### config.mk
export PLATFORM = sky130hd
export DESIGN_NAME = recon_mul_11_16
export DESIGN_NICKNAME = d
export VERILOG_FILES = /design/src/rtl/recon_mul_11_16.sv
export SDC_FILE = /design/constraint.sdc
export NUM_CORES = 1
export LEC_CHECK = 0
export ABC_CLOCK_PERIOD_IN_PS = 3900
export CAP_MARGIN = 5
export CORE_ASPECT_RATIO = 0.9
export CORE_UTILIZATION = 52
export CTS_CLUSTER_DIAMETER = 60
export DETAILED_ROUTE_END_ITERATION = 16
export HOLD_SLACK_MARGIN = 0.1
export PLACE_DENSITY = 0.8
export SYNTH_ARGS = -nofsm -noshare
export SYNTH_HDL_FRONTEND = slang
export SYNTH_SLANG_ARGS = --single-unit
### constraint.sdc
create_clock -name clk -period 3.9 [get_ports clk]
set_input_delay 0.78 -clock clk [delete_from_list [all_inputs] [get_ports clk]]
set_output_delay 0.78 -clock clk [all_outputs]
set_load 0.01 [all_outputs]
### src/rtl/recon_mul_11_16.sv
// recon_mul_11_16: rebuilds a 16-bit dividend from its divide-by-11 quotient/remainder pair,
// x = 11*q + r. The quotient goes through one 4-bit digit per cycle, LSB first, and the
// remainder seeds the carry chain. Valid/ready handshakes on both sides.
module recon_mul_11_16 (
    input  logic        clk,
    input  logic        rst_n,
    input  logic        in_valid,
    output logic        in_ready,
    input  logic [12:0] q_in,
    input  logic [3:0]  r_in,
    output logic        out_valid,
    input  logic        out_ready,
    output logic [15:0] x_out,
    output logic        err
);

    typedef enum logic [1:0] {
        StIdle = 2'd0,
        StBusy = 2'd1,
        StDone = 2'd2
    } state_e;

    state_e      state_q, state_d;
    logic [15:0] q_reg;
    logic [3:0]  carry;
    logic        rbad;
    logic [1:0]  step;
    logic [3:0]  digit;
    logic [7:0]  prod;

    // Current quotient digit and its digit product; 11*15 + 15 = 180 fits in 8 bits.
    always_comb begin
        digit = q_reg[{step, 2'b00} +: 4];
        prod  = (8'd11 * {4'b0000, digit}) + {4'b0000, carry};
    end

    // State register.
    always_ff @(posedge clk or negedge rst_n) begin
        if (!rst_n) begin
            state_q <= StIdle;
        end else begin
            state_q <= state_d;
        end
    end

    // Next-state logic and handshake outputs.
    always_comb begin
        state_d   = state_q;
        in_ready  = 1'b0;
        out_valid = 1'b0;
        unique case (state_q)
            StIdle: begin
                in_ready = 1'b1;
                if (in_valid) begin
                    state_d = StBusy;
                end
            end
            StBusy: begin
                if (step == 2'd3) begin
                    state_d = StDone;
                end
            end
            StDone: begin
                out_valid = 1'b1;
                if (out_ready) begin
                    state_d = StIdle;
                end
            end
            default: state_d = StIdle;
        endcase
    end

    // Datapath: load operands on acceptance, then shift in one result digit per BUSY cycle.
    always_ff @(posedge clk or negedge rst_n) begin
        if (!rst_n) begin
            q_reg <= 16'd0;
            carry <= 4'd0;
            rbad  <= 1'b0;
            step  <= 2'd0;
            x_out <= 16'd0;
            err   <= 1'b0;
        end else begin
            unique case (state_q)
                StIdle: begin
                    if (in_valid) begin
                        q_reg <= {3'b000, q_in};
                        carry <= r_in;
                        rbad  <= (r_in > 4'd10);
                        step  <= 2'd0;
                        x_out <= 16'd0;
                    end
                end
                StBusy: begin
                    // LSB-first digits enter at the top, so after four shifts digit 0 sits at [3:0].
                    x_out <= {prod[3:0], x_out[15:4]};
                    carry <= prod[7:4];
                    step  <= step + 2'd1;
                    if (step == 2'd3) begin
                        // A carry out of the top digit means 11*q + r >= 65536.
                        err <= rbad | (prod[7:4] != 4'd0);
                    end
                end
                default: begin
                end
            endcase
        end
    end

endmodule
* Yosys cells after proc, flatten, opt, wreduce, memory -nomap -nowiden
Cells that the tools add are included.
** Word-level totals
- Flip-flop bits (word level) :: 39
- Input bits :: 21
- Logic and storage cells :: 38
** Cells by class
- Add/sub/neg operators :: 2
- $mul :: 1
- Order comparisons :: 1
- Equality and inequality tests :: 6
- Shift-type cells :: 1
- Muxes and demuxes :: 12
- Bitwise operators :: 1
- Reductions and logical operators :: 7
** Operators by type and width (count)
- $pmux 16 s2 :: 1
- $mux 16 :: 1
- $shiftx 16x5->4 :: 1
- $add 8x4->8 :: 1
- $mul 4x4->8 const A :: 1
- $mux 2 :: 4
- $pmux 4 s2 :: 1
- $ne 2x2->1 const B :: 3
- $pmux 2 s3 :: 1
- $reduce_and 2->1 :: 3
- $eq 2x2->1 const B :: 2
- $gt 4x4->1 const B :: 1
- $mux 4 :: 1
- $pmux 2 s2 :: 1
- $reduce_bool 4->1 :: 1
- $reduce_and 3->1 :: 1
- $add 2x1->2 const B :: 1
- $eq 2x1->1 const B :: 1
- $logic_not 2->1 :: 1
- $mux 1 :: 2
- $reduce_bool 2->1 :: 1
- $or 1x1->1 :: 1

* Depth between registers and ports, before layout
- Depth in word-level cells :: 5
- Mapped depth :: 15

* Worst setup path after synthesis
OpenSTA, ideal clock, no wires.
- Kind :: register to register
- Start :: register step[0]
- End :: register err
- Arrival time :: 2977 ps
- Required time :: 3763 ps
- Slack :: 787 ps
- Cell stages (with the launch flop) :: 12
- Path buffers :: 1
- Clock period less this slack :: 3113 ps
- Path through :: dfrtp_1 > buf_2 > mux4_2 > ha_1 > fa_1 > inv_1 > fa_1 > nand2b_1 > a21oi_1 > nor4_1 > a311oi_1 > a31oi_1
** On the way
- Word-level cells in the longest chain between the ends :: 5
- Elaborated cells between the ends (all ways) :: 7
** Ends and longest elaborated chain
- start: declaration :: line 27 : logic [1:0] step;
- start signal: assignment :: line 97 : step <= step + 2'd1;
- $shiftx 16x5->4 :: line 33 : digit = q_reg[{step, 2'b00} +: 4];
- $mul 4x4->8 :: line 34 : prod = (8'd11 * {4'b0000, digit}) + {4'b0000, carry};
- $add 8x4->8 :: line 34
- $reduce_bool 4->1 :: line 100 : err <= rbad | (prod[7:4] != 4'd0);
- $or 1x1->1 :: line 100
- end signal: assignment :: line 100
- end: declaration :: line 14 : output logic err
Parallel ways exist; a longest one is shown, timed or not.
A chain may end at the register's enable or synchronous reset.

* Final worst setup path
- Start :: register step[0]
- End :: register carry[3]
** On the way
- Word-level cells in the longest chain between the ends :: 4
** Ends and longest elaborated chain
- $shiftx 16x5->4 :: line 33
- $mul 4x4->8 :: line 34
- $add 8x4->8 :: line 34
- $pmux 4 s2 :: line 83 : unique case (state_q)
- end signal: assignment :: line 87 : carry <= r_in;
- end signal: assignment :: line 96 : carry <= prod[7:4];
- end: declaration :: line 25 : logic [3:0] carry;
Every way passes these cells.

==> reports/qor.txt <==
Drt drc - 0
Fin crit period - 3.555 ns
Most frequent cell after synthesis - nand2_1
Main combinational cell family by area after synthesis - adder cells
Diode count - 0
Hold-fix buffers at CTS - 0
Mapped Area - 2136 sq um
Worst r2r src - step[0]$_DFFE_PN0P_
Critical path's slowest cell - dfrtp_1
GR Util All Layers - 20.33%
Final Cycle Share - 91.17%
Mux cell area share after synthesis - 11.01%
Synth Area in XOR/XNOR - 1.640%
Final setup fails - 0
Post-Syn Nets - 246
Ys flop type - dfrtp_1
Initial antenna violation count - 0
Layout cells sized above 1 - 10.04%
Register area share after synthesis - 45.69%
Routability cong. - 0.8568
Synth Area in Simple Gates - 12.19%
Vias in the first global route - 1531
Initial drt markers - 77
Max FFs per register - 16
First-pass GRT wire length - 7086 um
Critical Path Fanout Max - 8
Syn_area_per_cell - 10.52 sq um
Initial Utilization - 55.68%
Layout area overhead - 21.68%
Die height - 62.80 um
Min-Delay Endpoint - x_out[4]$_DFFE_PN0P_
Top post-synthesis cells by area - dfrtp_1 46%, ha_1 11%, nand2_1 7.0%
Slew HR - 42.73%
# Post-CTS Setup Buffers - 0
Post-synth ARST share - 100.0%
CTS sink count - 39
CTS Buffer Depth - 2
Status - complete, no violations
YS warnings - 0
Die area - 4368 sq um
Worst Setup End Kind - flip-flop
Number of synthesized register bits - 39
DRT Pass-1 Iters - 4
List of most frequent post-synthesis cells - 40 x nand2_1, 39 x dfrtp_1, 25 x o21ai_0
R2R setup slack - 0.34 ns
Worst path arrival time - 3.68 ns
Hold crit path type - reg -> reg
Number of buffers created by CTS - 5
Die X - 69.56 um
Boundary Pins - 40
Via count - 1602
# nets final - 283
Synth Area in Adders - 13.94%
Pins Over Slew Limit - 0
Gr ovfl total - 0
Fin. Hold Viols - 0
End of the worst register-to-register path - carry[3]$_DFFE_PN0P_
WL/cell - 14.31 um
Crit path buf inv count - 1
CTS H-tree lvls - 2
CP Launch Type - flip-flop
Clock Latency Late Sink - 0.29 ns
Yosys cell types - 36
Cells after Synth - 203
Largest stage delay, worst path - 0.54 ns
Post-cts sizing count - 0
Setup_tns - 0 ns
Max-cap violations - 0
Share of the synthesized area in the top cell type - 45.69%
Core area - 3836 sq um
Unrepaired setup endpoints after global routing - no
Post-synth top area cell - dfrtp_1
Vias per cell - 5.621
Critical path's top delay family - adder cells
Post-Route WL - 4077 um
CTS tree - done
Min-Delay Path Depth - 2
CP cell instances - mux2i_1 > o21ai_0 > ha_1 > fa_1 > inv_1 > fa_1 > nand2b_1 > a21oi_1 > nor4_1 > a311oi_1 > o21ai_0
R2R depth - 11
Largest net degree at the start of global routing - 40
Layout Skew - 0.006391 ns
Compound-Gate Fraction of Synth Area - 10.95%
Clock-pin slew of the registers on the worst-case setup and hold paths - 0.07 ns
Critical path data required time - 4.03 ns
Achievable frequency - 281.3 MHz
Min-Delay Startpoint - x_out[8]$_DFFE_PN0P_
Final ANT Viol Nets - 0
Site Rows - 21
Buffers on Ports - 39
Worst Tran Pin Value - 0.8590 ns
Setup CP Type - reg -> reg
EDFF count, synth - 0
Clock Tree Root - clkbuf_8
Hpwl dp - 2930 um
[cells in the final DEF, fill, tap and decap left out, types with 2 or more instances in the layout]
| cell type | n |
|---|---|
| nor2_1 | 6 |
| xor2_1 | 3 |
| inv_1 | 11 |
| mux2_2 | 6 |
| nand2_1 | 40 |
| clkbuf_8 | 5 |
| a22oi_1 | 4 |
| dfrtp_1 | 39 |
| fa_1 | 3 |
| and2b_1 | 2 |
| mux2_4 | 7 |
| ha_1 | 19 |
| o21ai_0 | 25 |
| a21oi_1 | 4 |
| nand2b_1 | 3 |
| mux2i_1 | 4 |
| clkdlybuf4s50_1 | 38 |
| o22ai_1 | 2 |
[worst min-delay path: cells and delay by family, from the launching register on]
family | cells | cell delay [ns]
AOI/OAI and AO/OA | 1 | 0.06
DFF | 1 | 0.36
and+or+nand+nor | 1 | 0.05
[area by class of cell]
| type | count | area, sq um |
|---|---|---|
| Fill cell | 315 | 1237 |
| Tap cell | 46 | 57.56 |
| Sequential cell | 39 | 975.9 |
| Clock inverter | 1 | 7.507 |
| Multi-Input combinational cell | 144 | 1062 |
| Inverter | 11 | 41.29 |
| Clock buffer | 5 | 68.82 |
| Timing Repair Buffer | 39 | 385.4 |
[metal layers]
layer  up-vias  track usage [%]  wire length (um)  part of all wire, %
met2        40            31.19              1818                   45
met4         0            7.398                68                  1.7
li1        761                -                 -                    -
met3         7            3.871               143                  3.5
met5         -                0                 0                    0
met1       794            28.75              2047                   50
[worst max-delay path by stage]
| stage | startpoint | to | slack, ns | cells past startpoint |
|---|---|---|---|---|
| final | step[0]$_DFFE_PN0P_ | carry[3]$_DFFE_PN0P_ | 0.34 | 11 |
| after global routing | step[0]$_DFFE_PN0P_ | err$_DFFE_PN0P_ | 0.10 | 11 |
| after CTS | step[0]$_DFFE_PN0P_ | carry[3]$_DFFE_PN0P_ | 0.29 | 11 |
| after detailed placement | step[0]$_DFFE_PN0P_ | carry[3]$_DFFE_PN0P_ | 0.34 | 11 |
| after global placement | step[0]$_DFFE_PN0P_ | carry[3]$_DFFE_PN0P_ | 0.41 | 11 |
| after floorplan | step[0]$_DFFE_PN0P_ | err$_DFFE_PN0P_ | 0.79 | 11 |
[kinds of logic after synthesis]
group           after synthesis
flops                        39
buf+inv                      20
xor+xnor                      4
simple gates                 59
fa+ha+maj                    22
mux                          18
compound gates               41
[stage by stage]
stage | setup slack, ns | cell area (sq um) | instances | util, % | hold WS, ns
floorplan | 0.7865 | 2136 | 203 | - | 0.4648
global placement | 0.4122 | 2522 | 279 | 65.75 | 0.4828
detailed placement | 0.3377 | 2522 | 279 | 65.75 | 0.4962
CTS | 0.2942 | 2599 | 285 | 67.74 | 0.5099
global route | 0.1003 | 2599 | 285 | 67.74 | 0.5337
finish | 0.3445 | 2599 | 285 | 67.74 | 0.5041
Power is left out: the tool's default activity adds up to more than one toggle a clock period on the data nets, which glitch-free logic cannot reach.
